### src/rtl/phy_clk_div_if.sv
// phy_clk_div_if: control/status bundle of the programmable clock divider.
//
// Handshake (req/ack level-pulse): the requester raises div_req with a stable
// div_ratio and holds both until div_ack pulses for one cycle. div_ack means the
// code has been copied into the divider. A further load needs div_req to be
// seen low for at least one cycle first. div_ack is never back-pressured.
//
// dbg_state exposes the divider FSM encoding (0 IDLE, 1 RUN, 2 CHANGE).
interface phy_clk_div_if #(
  parameter int RATIO_W = 4
);
  logic               div_en;
  logic [RATIO_W-1:0] div_ratio;
  logic               div_req;
  logic               div_ack;
  logic               clk_div_out;
  logic               clk_en_pulse;
  logic               div_busy;
  logic [1:0]         dbg_state;

  modport master (
    output div_en, div_ratio, div_req,
    input  div_ack, clk_div_out, clk_en_pulse, div_busy, dbg_state
  );

  modport slave (
    input  div_en, div_ratio, div_req,
    output div_ack, clk_div_out, clk_en_pulse, div_busy, dbg_state
  );
endinterface

### src/rtl/phy_clk_div.sv
// phy_clk_div: glitch-free programmable integer clock divider (/1 .. /2^RATIO_W).
// The divide ratio is changed only on a period boundary, so clk_div_out never
// shows a runt phase, and stopping always completes the current period.
// Optional macro PHY_CLK_DIV_SYNC_EN: div_en/div_req pass through a two-flop
// synchronizer before use (adds two cycles of latency to every response).
module phy_clk_div #(
  parameter int RATIO_W = 4
) (
  input logic          clk,
  input logic          rst,
  phy_clk_div_if.slave bus
);

  typedef enum logic [1:0] {
    IDLE   = 2'd0,
    RUN    = 2'd1,
    CHANGE = 2'd2
  } state_t;

  localparam logic [RATIO_W-1:0] CNT_ONE = 1;
  localparam logic [RATIO_W:0]   HALF_BIAS = 2;

  state_t             state;
  logic [RATIO_W-1:0] ratio_q;
  logic [RATIO_W-1:0] cnt_q;
  logic               req_armed;
  logic               ack_q;
  logic               clk_q;
  logic               pulse_q;
  logic               busy_q;

  logic               en_use;
  logic               req_use;

`ifdef PHY_CLK_DIV_SYNC_EN
  logic [1:0] en_sync;
  logic [1:0] req_sync;

  // Two-flop synchronizers for the asynchronous control levels.
  always_ff @(posedge clk or posedge rst) begin
    if (rst) begin
      en_sync  <= 2'b00;
      req_sync <= 2'b00;
    end else begin
      en_sync  <= {en_sync[0], bus.div_en};
      req_sync <= {req_sync[0], bus.div_req};
    end
  end

  assign en_use  = en_sync[1];
  assign req_use = req_sync[1];
`else
  assign en_use  = bus.div_en;
  assign req_use = bus.div_req;
`endif

  state_t             state_n;
  logic [RATIO_W-1:0] ratio_n;
  logic [RATIO_W-1:0] cnt_n;
  logic [RATIO_W:0]   half_n;
  logic               terminal;
  logic               req_take;
  logic               load;
  logic               running_n;

  // Next-state logic: counting, ratio loading at period boundaries, stopping.
  always_comb begin
    terminal  = (cnt_q == ratio_q);
    // A request is taken once per low->high episode and never while acking.
    req_take  = req_use && req_armed && !ack_q;
    state_n   = state;
    ratio_n   = ratio_q;
    cnt_n     = '0;
    load      = 1'b0;
    case (state)
      IDLE: begin
        if (req_take) begin
          load    = 1'b1;
          ratio_n = bus.div_ratio;
        end
        if (en_use) begin
          state_n = RUN;
        end
      end
      RUN: begin
        cnt_n = terminal ? '0 : cnt_q + CNT_ONE;
        if (terminal && !en_use) begin
          // Period finished with the enable gone: stop, taking a coincident
          // request on this final boundary.
          state_n = IDLE;
          if (req_take) begin
            load    = 1'b1;
            ratio_n = bus.div_ratio;
          end
        end else if (req_take) begin
          state_n = CHANGE;
        end
      end
      CHANGE: begin
        cnt_n = terminal ? '0 : cnt_q + CNT_ONE;
        if (terminal) begin
          load    = 1'b1;
          ratio_n = bus.div_ratio;
          state_n = en_use ? RUN : IDLE;
        end
      end
      default: begin
        state_n = IDLE;
      end
    endcase
    if (state_n == IDLE) begin
      cnt_n = '0;
    end
    running_n = (state_n != IDLE);
    // High phase length is ceil((R+1)/2) counts.
    half_n    = ({1'b0, ratio_n} + HALF_BIAS) >> 1;
  end

  // State, counter, ratio and all outputs register together from next values.
  always_ff @(posedge clk or posedge rst) begin
    if (rst) begin
      state     <= IDLE;
      ratio_q   <= '0;
      cnt_q     <= '0;
      req_armed <= 1'b0;
      ack_q     <= 1'b0;
      clk_q     <= 1'b0;
      pulse_q   <= 1'b0;
      busy_q    <= 1'b0;
    end else begin
      state   <= state_n;
      ratio_q <= ratio_n;
      cnt_q   <= cnt_n;
      if (load) begin
        req_armed <= 1'b0;
      end else if (!req_use) begin
        req_armed <= 1'b1;
      end
      ack_q   <= load;
      clk_q   <= running_n && ({1'b0, cnt_n} < half_n);
      pulse_q <= running_n && (cnt_n == ratio_n);
      busy_q  <= running_n;
    end
  end

  assign bus.div_ack      = ack_q;
  assign bus.clk_div_out  = clk_q;
  assign bus.clk_en_pulse = pulse_q;
  assign bus.div_busy     = busy_q;
  assign bus.dbg_state    = state;

endmodule

### src/flat_wrapper.sv
// flat-port wrapper written by rule: the top's interface ports become plain ports
module phy_clk_div_flat 
#(
  parameter int RATIO_W = 4
)
  (clk, rst, bus_div_en, bus_div_ratio, bus_div_req, bus_div_ack, bus_clk_div_out, bus_clk_en_pulse, bus_div_busy, bus_dbg_state);
  phy_clk_div_if #(.RATIO_W(RATIO_W)) bus_i ();
  input logic clk;
  input logic rst;
  input wire logic [$bits(bus_i.div_en)-1:0] bus_div_en;
  input wire logic [$bits(bus_i.div_ratio)-1:0] bus_div_ratio;
  input wire logic [$bits(bus_i.div_req)-1:0] bus_div_req;
  output wire logic [$bits(bus_i.div_ack)-1:0] bus_div_ack;
  output wire logic [$bits(bus_i.clk_div_out)-1:0] bus_clk_div_out;
  output wire logic [$bits(bus_i.clk_en_pulse)-1:0] bus_clk_en_pulse;
  output wire logic [$bits(bus_i.div_busy)-1:0] bus_div_busy;
  output wire logic [$bits(bus_i.dbg_state)-1:0] bus_dbg_state;
  assign bus_i.div_en = bus_div_en;
  assign bus_i.div_ratio = bus_div_ratio;
  assign bus_i.div_req = bus_div_req;
  assign bus_div_ack = bus_i.div_ack;
  assign bus_clk_div_out = bus_i.clk_div_out;
  assign bus_clk_en_pulse = bus_i.clk_en_pulse;
  assign bus_div_busy = bus_i.div_busy;
  assign bus_dbg_state = bus_i.dbg_state;
  phy_clk_div #(.RATIO_W(RATIO_W)) u_core (.clk(clk), .rst(rst), .bus(bus_i));
endmodule
### config.mk
export PLATFORM = sky130hd
export DESIGN_NAME = phy_clk_div_flat
export DESIGN_NICKNAME = d
export VERILOG_FILES = /design/src/rtl/phy_clk_div_if.sv /design/src/rtl/phy_clk_div.sv /design/src/flat_wrapper.sv
export SDC_FILE = /design/constraint.sdc
export NUM_CORES = 1
export LEC_CHECK = 0
export BUFFER_PORTS_ARGS = -buffer_cell sky130_fd_sc_hd__buf_2
export CAP_MARGIN = 20
export CELL_PAD_IN_SITES_DETAIL_PLACEMENT = 0
export CELL_PAD_IN_SITES_GLOBAL_PLACEMENT = 1
export CORE_MARGIN = 2
export CORE_UTILIZATION = 40
export CTS_BUF_LIST = sky130_fd_sc_hd__clkbuf_8
export CTS_CLUSTER_SIZE = 28
export DETAILED_ROUTE_END_ITERATION = 12
export PLACE_DENSITY_LB_ADDON = 0.1
export SETUP_SLACK_MARGIN = 0.05
export SLEW_MARGIN = 5
export SYNTH_ARGS = -nofsm -noshare
export SYNTH_HDL_FRONTEND = slang
export SYNTH_SLANG_ARGS = --single-unit
### constraint.sdc
create_clock -name clk -period 4.05 [get_ports clk]
set_input_delay 0.81 -clock clk [delete_from_list [all_inputs] [get_ports clk]]
set_output_delay 0.81 -clock clk [all_outputs]
set_load 0.005 [all_outputs]
==> reports/results.txt, run 1 <==
outcome: complete, no violations
Ys Warns: 0
Starting Density: 41.8%
largest area contributor in the netlist: dfrtp_1
fillers: 251
CP Data Required Time: 4220 ps
crit path cell chain: xor2_1 -> or4_1 -> o32ai_2 -> or2_2 -> a22o_2 -> ha_1 -> xnor2_1 -> ha_1 -> a21o_1 -> a21oi_1 -> nand2_1 -> a21oi_1
Switching Fraction: 45.5%
CP max FO: 6
Hold WC Path Type: reg -> reg
total wire length: 2110 um
pwr dens: 799 nW/um^2
routed wl met3: 50 um
design area: 1150 um^2
number of global-route vias before repair: 810
WHS Path Cells: 2
reg2reg path depth: 12
Internal: 0.000500 W
Rel. slew slack: 58.4%
RSZ-0062 raised after global routing: false
gpl congestion: 0.754
FF-to-FF setup slack: 910 ps
root buffer cell: clkbuf_8
final setup fails: 0
Slowest cell on crit path: or4_1
CTS Buf Count: 3
DP HPWL: 1670 um
Async SR Flop Fraction: 100%
Slew Viols, Final: 0
dominant cells by area after synthesis: dfrtp_1 37%, ha_1 11%, xor2_1 5.2%, nor2_1 3.7%, a21oi_1 3.0%
syn_area_per_cell: 9.68 um^2
hold_buf cts: 0
sequential share of power: 25.3%
Tot Pwr: 0.000917 W
Max Cap Viol: 0
final hold vios: 0
GRT overflow: 0
WL per Instance: 14.1 um
Final Skew: 5.41 ps
Worst-Margin Slew: 616 ps
via count: 819
GRT Total Usage: 18.1%
CTS tree: yes
hold_ws: 512 ps
first-pass GRT wire length: 3750 um
Final nets: 138
Metal-1 WL: 970 um
Sw Pwr: 0.000417 W
crit end category: flip-flop
worst vdd ir: 0.000373 V
initial antenna violation count: 0
multi-input combinational cell area: 592 um^2
violation count after the first detailed-route iteration: 12
Area Overhead vs Synth: 13.1%
depth of the CTS H-tree: 1
Synth Cell Area: 1020 um^2
top layer in use: met4
Final period util: 77.5%
post-CTS setup buffer count: 0
placed cell area: 1100 um^2
cell family with most CP delay: compound AO/OA/AOI/OAI gates
clk buf depth: 2
register area: 375 um^2
total iterations of the first detailed-routing run: 4
# port buffers: 13
Die ar.: 2960 um^2
DRT antenna net count: 0
most frequent cells after synthesis: 15 x dfrtp_1, 10 x nor2_1, 9 x ha_1, 8 x inv_1, 8 x nand2_1
top_reg_cell synth: dfrtp_1
I/O pin cnt: 14
Yosys top cell area share: 36.9%
Peak Freq: 319 MHz
Comb pwr share: 61.5%
Yosys reg bits: 15
antenna cells: 0
Fin Setup TNS: 0 ps
post-cts resize count: 0
CP Class: reg -> reg
Die W: 54.4 um
Final Critical Period: 3140 ps
largest stage delay on the critical path: 680 ps
routed vias/inst: 5.46
Crit. path cell count: 12
Cells after Synth: 105
Skew-Pair Late Insertion Delay: 250 ps
syn nets: 122
largest net degree at the start of global routing: 16
Seq/Total Area, Yosys: 36.9%
Die Ht: 54.4 um
clk sinks: 15
Startpoint Class: flip-flop
clk slew on worst S/H paths: 60 ps
WP data arrival: 3310 ps
Post-synth EDFFs: 0
Pleak: 0.594 nW
Synth cell types: 41
layout cell share with drive strength beyond 1: 24.2%
row cnt: 18
Clock Power Share: 13.2%
core area: 2430 um^2
Buf+Inv Stages, Crit Path: 0
DRC: 0
DR WL met2: 1060 um
most common cell in the netlist: dfrtp_1
==> tightest hold or removal path, stage by stage (launching register included) <==
cell and delay [ps]:
dfrtp_1 370, inv_1 50, a21oi_1 50
==> layer usage <==
| metal | up-vias | track usage (%) |
|---|---|---|
| met5 | - | 0 |
| met4 | 0 | 8.75 |
| met3 | 4 | 2.46 |
| met2 | 10 | 30.7 |
| met1 | 401 | 22.4 |
| li1 | 404 | - |
==> final timing paths <==
check / start / to
setup reg to reg: u_core.cnt_q[2] / u_core.bus.clk_div_out
setup / recovery: u_core.cnt_q[2] / u_core.bus.clk_div_out
hold / removal: u_core.req_armed / u_core.req_armed
max in group asynchronous: rst / u_core.bus.dbg_state[1]
hold reg to reg: u_core.req_armed / u_core.req_armed
min in group asynchronous: rst / u_core.req_armed
==> registers in the layout, summed over array words and instances, names as in the netlist <==
signal                   count
u_core.cnt_q                 4
u_core.bus.dbg_state         2
u_core.bus.clk_en_pulse      1
u_core.bus.div_ack           1
u_core.ratio_q               4
u_core.bus.clk_div_out       1
u_core.req_armed             1
u_core.bus.div_busy          1
==> kinds of logic after synthesis <==
group / share of synthesized area, %
compound gates: 20.6
fa+ha+maj: 11.1
flops: 36.9
simple gates: 19.7
xor+xnor: 6.90
buf+inv: 4.80
==> through the flow <==
step / util [%] / std cells / worst slack, ps
2_1_floorplan: - / 105 / 1140
3_3_place_gp: 45.4 / 146 / 918
3_5_place_dp: 45.4 / 146 / 886
4_1_cts: 47.2 / 150 / 908
5_1_grt: 47.2 / 150 / 620
6_report: 47.2 / 150 / 911
==> layout by cell type, fill, tap and decap left out, drive strengths merged, types with 2 or more instances in the layout <==
master and count:
a211oi 3, o21ai 6, clkbuf 3, xnor2 2, nor3 2, nor4 2
nor2 10, nand2 8, nand3 3, dfrtp 15, inv 10, xor2 6
a21oi 6, nand2b 2, and3 2, ha 9, and2 2, buf 13
==> cell type report <==
cell class | count | share of cell area (%)
Clock buffer | 3 | 3.59
Inverter | 9 | 2.94
Sequential cell | 15 | 32.7
Timing Repair Buffer | 13 | 5.66
Clock inverter | 1 | 0.327
Tap cell | 30 | 3.27
Multi-Input combinational cell | 79 | 51.5
==> power by group through the flow <==
stage	registers [W]	clock network (W)	logic, W
after CTS	0.000232	0.000122	0.000573
final	0.000232	0.000121	0.000564
after detailed placement	0.000235	0	0.000568
after floorplan	0.000233	0	0.000452
after global placement	0.000235	0	0.000565
after global routing	0.000237	0.000131	0.000665
Note: power is estimated with default switching activity, not from simulation.
==> inputs of run 2 (changes only) <==
==> constraint.sdc (replaced) <==
create_clock -name clk -period 3.2 [get_ports clk]
set_input_delay 0.64 -clock clk [delete_from_list [all_inputs] [get_ports clk]]
set_output_delay 0.64 -clock clk [all_outputs]
set_load 0.005 [all_outputs]
==> run 2 against run 1 <==
  * Critical path type unchanged
  * Worst setup slack worse by 710 ps
  * Clock skew down 0.83 ps
  * Non-clock buffer count up 5
  * Fmax up 4.8%
  * Sequential share of layout area down 2.2 points
  * Critical path depth unchanged
  * Global-route usage up 0.084 points
  * Final area up 7.2%
  * Combinational power up 46%
  * Largest power group unchanged
  * Sequential cell count unchanged
==> reports/results.txt, run 2 (same netlist as run 1, synthesis figures left out) <==
CP Class: reg -> reg
reg2reg path depth: 12 (unchanged)
number of global-route vias before repair: 851 (+5.1%)
Area Overhead vs Synth: 21.2%
final setup fails: 0 (unchanged)
global-route met2 utilization: 32.7% (+2.0 points)
crit end category: flip-flop
Starting Density: 41.8% (unchanged)
WL per Instance: 14.0 um (-0.61%)
depth of the CTS H-tree: 1 (unchanged)
I/O pin cnt: 14 (unchanged)
outcome: complete, no violations
global routing's busiest layer: met2
DRT antenna net count: 0 (unchanged)
pwr dens: 1030 nW/um^2 (+29%)
Peak Freq: 334 MHz (+4.8%)
sequential share of power: 23.1% (-2.2 points)
Rel. slew slack: 59.4% (+0.95 points)
WP data arrival: 3170 ps (-140 ps)
FF-to-FF setup slack: 200 ps (-710 ps)
most common cell after layout, fill and taps aside: dfrtp_1
row cnt: 18 (unchanged)
CP Data Required Time: 3370 ps (-850 ps)
total iterations of the first detailed-routing run: 4 (unchanged)
Die W: 54.4 um (unchanged)
Slew Viols, Final: 0 (unchanged)
Sw Pwr: 0.000571 W (+37%)
clk slew on worst S/H paths: 60 ps (about the same)
routed vias/inst: 5.37 (-1.7%)
Pleak: 0.634 nW (+6.7%)
GRT met3 Usage: 2.46% (unchanged)
largest net degree at the start of global routing: 16 (unchanged)
GRT Total Usage: 18.2% (+0.084 points)
largest stage delay on the critical path: 590 ps (-90 ps)
worst vdd ir: 0.000659 V (+77%)
CTS Buf Count: 3 (unchanged)
Final nets: 143 (+3.6%)
Slowest cell on crit path: or4_4
reg2reg end: u_core.bus.clk_div_out
final hold vios: 0 (unchanged)
CP max FO: 4 (-2)
antenna cells: 0 (unchanged)
Fin Setup TNS: 0 ps (unchanged)
Max Cap Viol: 0 (unchanged)
Switching Fraction: 45.1% (-0.40 points)
clk sinks: 15 (unchanged)
initial antenna violation count: 0 (unchanged)
Die Ht: 54.4 um (unchanged)
clk buf depth: 2 (unchanged)
Comb pwr share: 65.3% (+3.8 points)
core area: 2430 um^2 (unchanged)
Internal: 0.000696 W (+39%)
RSZ-0062 raised after global routing: false
Final Skew: 4.58 ps (-0.830 ps)
violation count after the first detailed-route iteration: 13 (+1)
commonest cells after routing, fill and taps aside: 15 x dfrtp_1, 13 x buf_2, 9 x nor2_1, 9 x inv_1, 9 x ha_1
total wire length: 2170 um (+2.7%)
# port buffers: 13 (unchanged)
Worst-Margin Slew: 601 ps (-14.0 ps)
Final Critical Period: 3000 ps (-143 ps)
Die ar.: 2960 um^2 (unchanged)
Final period util: 93.7% (+16 points)
Tot Pwr: 0.00127 W (+38%)
hold_buf cts: 0 (unchanged)
DRC: 0 (unchanged)
Clock Power Share: 11.6% (-1.6 points)
Startpoint Class: flip-flop
Skew-Pair Late Insertion Delay: 240 ps (about the same)
DP HPWL: 1750 um (+4.8%)
first-pass GRT wire length: 3750 um (+0.19%)
via count: 832 (+1.6%)
root buffer cell: clkbuf_8
gpl congestion: 0.777 (+3.1%)
crit path cell chain: xor2_1 -> or4_4 -> o32ai_4 -> or2_4 -> a22o_4 -> ha_1 -> xnor2_1 -> ha_1 -> a21o_1 -> a21oi_2 -> nand2_1 -> a21oi_2
worst r2r src: u_core.ratio_q[0]
GRT overflow: 0 (unchanged)
Buf+Inv Stages, Crit Path: 0 (unchanged)
met1 Resource Use GR: 21.4% (-0.96 points)
layout cell share with drive strength beyond 1: 31.2% (+7.0 points)
Hold WC Path Type: in -> async
cell family with most CP delay: compound AO/OA/AOI/OAI gates
CTS tree: yes
## run 2: layout make-up
type                       count  area [um^2]
fill                         257         1200
multi-input combinational     79          637
sequential                    15          375
timing repair buffer          18          103
clock buffer                   3         41.3
tap                           30         37.5
inverter                       9         33.8
clock inverter                 1         3.75
## run 2: worst register-to-register path, cell delays in order, from the launching register on
cell and delay (ps):
dfrtp_1 410, xor2_1 180, or4_4 590, o32ai_4 350, or2_4 200, a22o_4 160, ha_1 180, xnor2_1 130
ha_1 260, a21o_1 190, a21oi_2 120, nand2_1 70, a21oi_2 100
## run 2: per-layer routing
| layer | wire, um | part of all wire (%) | vias up |
|---|---|---|---|
| li1 | - | - | 418 |
| met1 | 992 | 46 | 400 |
| met2 | 1110 | 51 | 12 |
| met3 | 40 | 1.8 | 2 |
| met4 | 27 | 1.2 | 0 |
| met5 | 0 | 0 | - |
## run 2: metrics by stage
| step | hold slack, ps | setup WS [ps] | util [%] | instances | cell area, um^2 |
|---|---|---|---|---|---|
| after floorplan | 487 | 288 | - | 105 | 1020 |
| after global placement | 506 | 204 | 46.6 | 150 | 1130 |
| after detailed placement | 506 | 127 | 46.6 | 150 | 1130 |
| after CTS | 461 | 108 | 48.5 | 154 | 1180 |
| after global routing | 508 | 52.6 | 50.6 | 155 | 1230 |
| final | 437 | 203 | 50.6 | 155 | 1230 |
## run 2: how the worst max path moves through the flow
stage                 startpoint                      to  slack [ps]  cells past startpoint
3_3_place_gp     u_core.cnt_q[2]  u_core.bus.clk_div_out         200                     12
3_5_place_dp     u_core.cnt_q[2]  u_core.bus.clk_div_out         130                     12
2_1_floorplan    u_core.cnt_q[2]  u_core.bus.clk_div_out         290                     13
5_1_grt        u_core.ratio_q[0]  u_core.bus.clk_div_out          50                     12
6_report       u_core.ratio_q[0]  u_core.bus.clk_div_out         200                     12
4_1_cts          u_core.cnt_q[2]  u_core.bus.clk_div_out         110                     12
## run 2: power groups by stage
stage	logic, W	registers [W]	clock network (W)
6_report	0.000826	0.000293	0.000147
5_1_grt	0.000938	0.000302	0.000166
4_1_cts	0.000747	0.000293	0.000152
3_5_place_dp	0.000745	0.000297	0
3_3_place_gp	0.000736	0.000296	0
2_1_floorplan	0.000572	0.000295	0
## run 2: what timing repair did
item / 4_1_cts / 5_1_grt
gates resized for setup: 0 / 9
buffers inserted: 0 / 1
hold endpoints to repair: 0 / 0
endpoints found under the setup margin: 0 / 1
==> inputs of run 3 (changes only) <==
==> constraint.sdc (replaced) <==
create_clock -name clk -period 3.2 [get_ports clk]
set_input_delay 0 -clock clk [delete_from_list [all_inputs] [get_ports clk]]
set_output_delay 0 -clock clk [all_outputs]
set_load 0.005 [all_outputs]
==> run 3 against run 2 <==
  * Global-route usage up 0.23 points
  * Clock power about the same
  * Largest power group unchanged
  * Routed wire length up 0.83%
  * Highest routed layer unchanged
  * Sequential share of layout area down 0.49 points
==> reports/results.txt, run 3 (same netlist as run 1, synthesis figures left out) <==
outcome: complete, no violations
depth of the CTS H-tree: 1 (unchanged)
Max Cap Viol: 0 (unchanged)
Hold WC Path Type: in -> reg
antenna cells: 0 (unchanged)
Startpoint Class: flip-flop
Tot Pwr: 0.00127 W (+0.15%)
DRT antenna net count: 0 (unchanged)
CP max FO: 4 (unchanged)
Die ar.: 2960 um^2 (unchanged)
DP HPWL: 1750 um (unchanged)
Hold Crit Endpoint: u_core.ratio_q[2]
clk buf depth: 2 (unchanged)
pwr dens: 1010 nW/um^2 (-1.5%)
Pleak: 0.642 nW (+1.3%)
Final nets: 145 (+1.4%)
placed cell area: 1130 um^2 (unchanged)
violation count after the first detailed-route iteration: 13 (unchanged)
largest net degree at the start of global routing: 16 (unchanged)
total iterations of the first detailed-routing run: 4 (unchanged)
via count: 844 (+1.4%)
I/O pin cnt: 14 (unchanged)
DRC: 0 (unchanged)
RSZ-0062 raised after global routing: false
GRT Total Usage: 18.4% (+0.23 points)
core area: 2430 um^2 (unchanged)
initial antenna violation count: 0 (unchanged)
layout cell share with drive strength beyond 1: 30.7% (-0.49 points)
final setup fails: 0 (unchanged)
Starting Density: 41.8% (unchanged)
clk sinks: 15 (unchanged)
Post-Route Utilization: 51.4% (+0.82 points)
Worst-Margin Slew: 601 ps (unchanged)
Die Ht: 54.4 um (unchanged)
reg2reg path depth: 12 (unchanged)
fillers: 255 (-0.78%)
design area: 1250 um^2 (+1.6%)
Area Overhead vs Synth: 23.2%
worst r2r src: u_core.ratio_q[0]
commonest cells after routing, fill and taps aside: 15 x dfrtp_1, 13 x buf_2, 9 x nor2_1, 9 x inv_1, 9 x ha_1
WP data arrival: 3170 ps (about the same)
worst vdd ir: 0.000659 V (about the same)
crit end category: flip-flop
WHS Path Cells: 2
reg2reg end: u_core.bus.clk_div_out
gpl congestion: 0.777 (unchanged)
hold_sp: bus_div_ratio[2]
Skew-Pair Late Insertion Delay: 240 ps (about the same)
Peak Freq: 334 MHz (about the same)
row cnt: 18 (unchanged)
Final period util: 93.6% (about the same)
Rel. slew slack: 59.4% (unchanged)
CTS Buf Count: 3 (unchanged)
CP Class: reg -> reg
CP Data Required Time: 3370 ps (about the same)
first-pass GRT wire length: 3810 um (+1.5%)
total wire length: 2190 um (+0.83%)
Final Critical Period: 3000 ps (-0.0800 ps)
root buffer cell: clkbuf_8
Final Skew: 4.58 ps (unchanged)
CTS tree: yes
routed vias/inst: 5.38 (+0.15%)
Fin Setup TNS: 0 ps (unchanged)
Die W: 54.4 um (unchanged)
most common cell after layout, fill and taps aside: dfrtp_1
FF-to-FF setup slack: 200 ps (about the same)
# port buffers: 13 (unchanged)
GRT overflow: 0 (unchanged)
WL per Instance: 13.9 um (-0.45%)
number of global-route vias before repair: 873 (+2.6%)
final hold vios: 0 (unchanged)
Slew Viols, Final: 0 (unchanged)
clk slew on worst S/H paths: 60 ps (about the same)
-- run 3: changes by cell type in the layout (fill, tap and decap cells not counted), sizes merged --
| cell | before | now |
|---|---|---|
| dlygate4sd3 | 0 | 2 |
-- run 3: per-layer routing --
metal  up-vias  part of all wire (%)  track usage, %
li1        422                     -               -
met1       408                    45            21.4
met2        12                    52            33.5
met3         2                   1.9            2.46
met4         0                   1.2            7.50
met5         -                     0               0
-- run 3: worst max-delay path, cell delays in order (launching register included) --
cell	delay [ps]
dfrtp_1	410
xor2_1	180
or4_4	590
o32ai_4	350
or2_4	200
a22o_4	160
ha_1	170
xnor2_1	130
ha_1	260
a21o_1	190
a21oi_2	120
nand2_1	70
a21oi_2	100
-- run 3: layout make-up --
| class | count | area (um^2) | share of cell area, % |
|---|---|---|---|
| multi-input combinational | 79 | 637 | 50.9 |
| timing repair buffer | 20 | 123 | 9.80 |
| sequential | 15 | 375 | 30.0 |
| inverter | 9 | 33.8 | 2.70 |
| clock buffer | 3 | 41.3 | 3.30 |
| tap | 30 | 37.5 | 3.00 |
| clock inverter | 1 | 3.75 | 0.300 |
-- run 3: what timing repair did --
item | CTS | global route
hold buffers | 2 | 0
gates resized for setup | 0 | 9
endpoints found under the setup margin | 0 | 1
setup buffers | 0 | 1
endpoints found under the hold margin | 16 | 0
-- run 3: worst max path at each step --
stage / from / endpoint / slack, ps / depth (start not counted)
after floorplan: u_core.cnt_q[2] / u_core.bus.clk_div_out / 290 / 13
after global placement: u_core.cnt_q[2] / u_core.bus.clk_div_out / 200 / 12
after detailed placement: u_core.cnt_q[2] / u_core.bus.clk_div_out / 130 / 12
after CTS: u_core.cnt_q[2] / u_core.bus.clk_div_out / 110 / 12
after global routing: u_core.ratio_q[0] / u_core.bus.clk_div_out / 50 / 12
final: u_core.ratio_q[0] / u_core.bus.clk_div_out / 200 / 12
-- run 3: through the flow --
| step | instances | hold WS, ps | worst slack, ps |
|---|---|---|---|
| 3_5_place_dp | 150 | 85.6 | 127 |
| 5_1_grt | 157 | 22.7 | 52.6 |
| 2_1_floorplan | 105 | -98.5 | 288 |
| 3_3_place_gp | 150 | 84.1 | 204 |
| 4_1_cts | 156 | 68.9 | 108 |
| 6_report | 157 | 30.4 | 203 |
-- run 3: report_power, final --
group          switching [W]  internal, W  leakage [nW]
clock              0.0000621    0.0000848        0.0269
combinational       0.000469     0.000359         0.419
sequential         0.0000400     0.000253         0.196
total               0.000571     0.000697         0.642
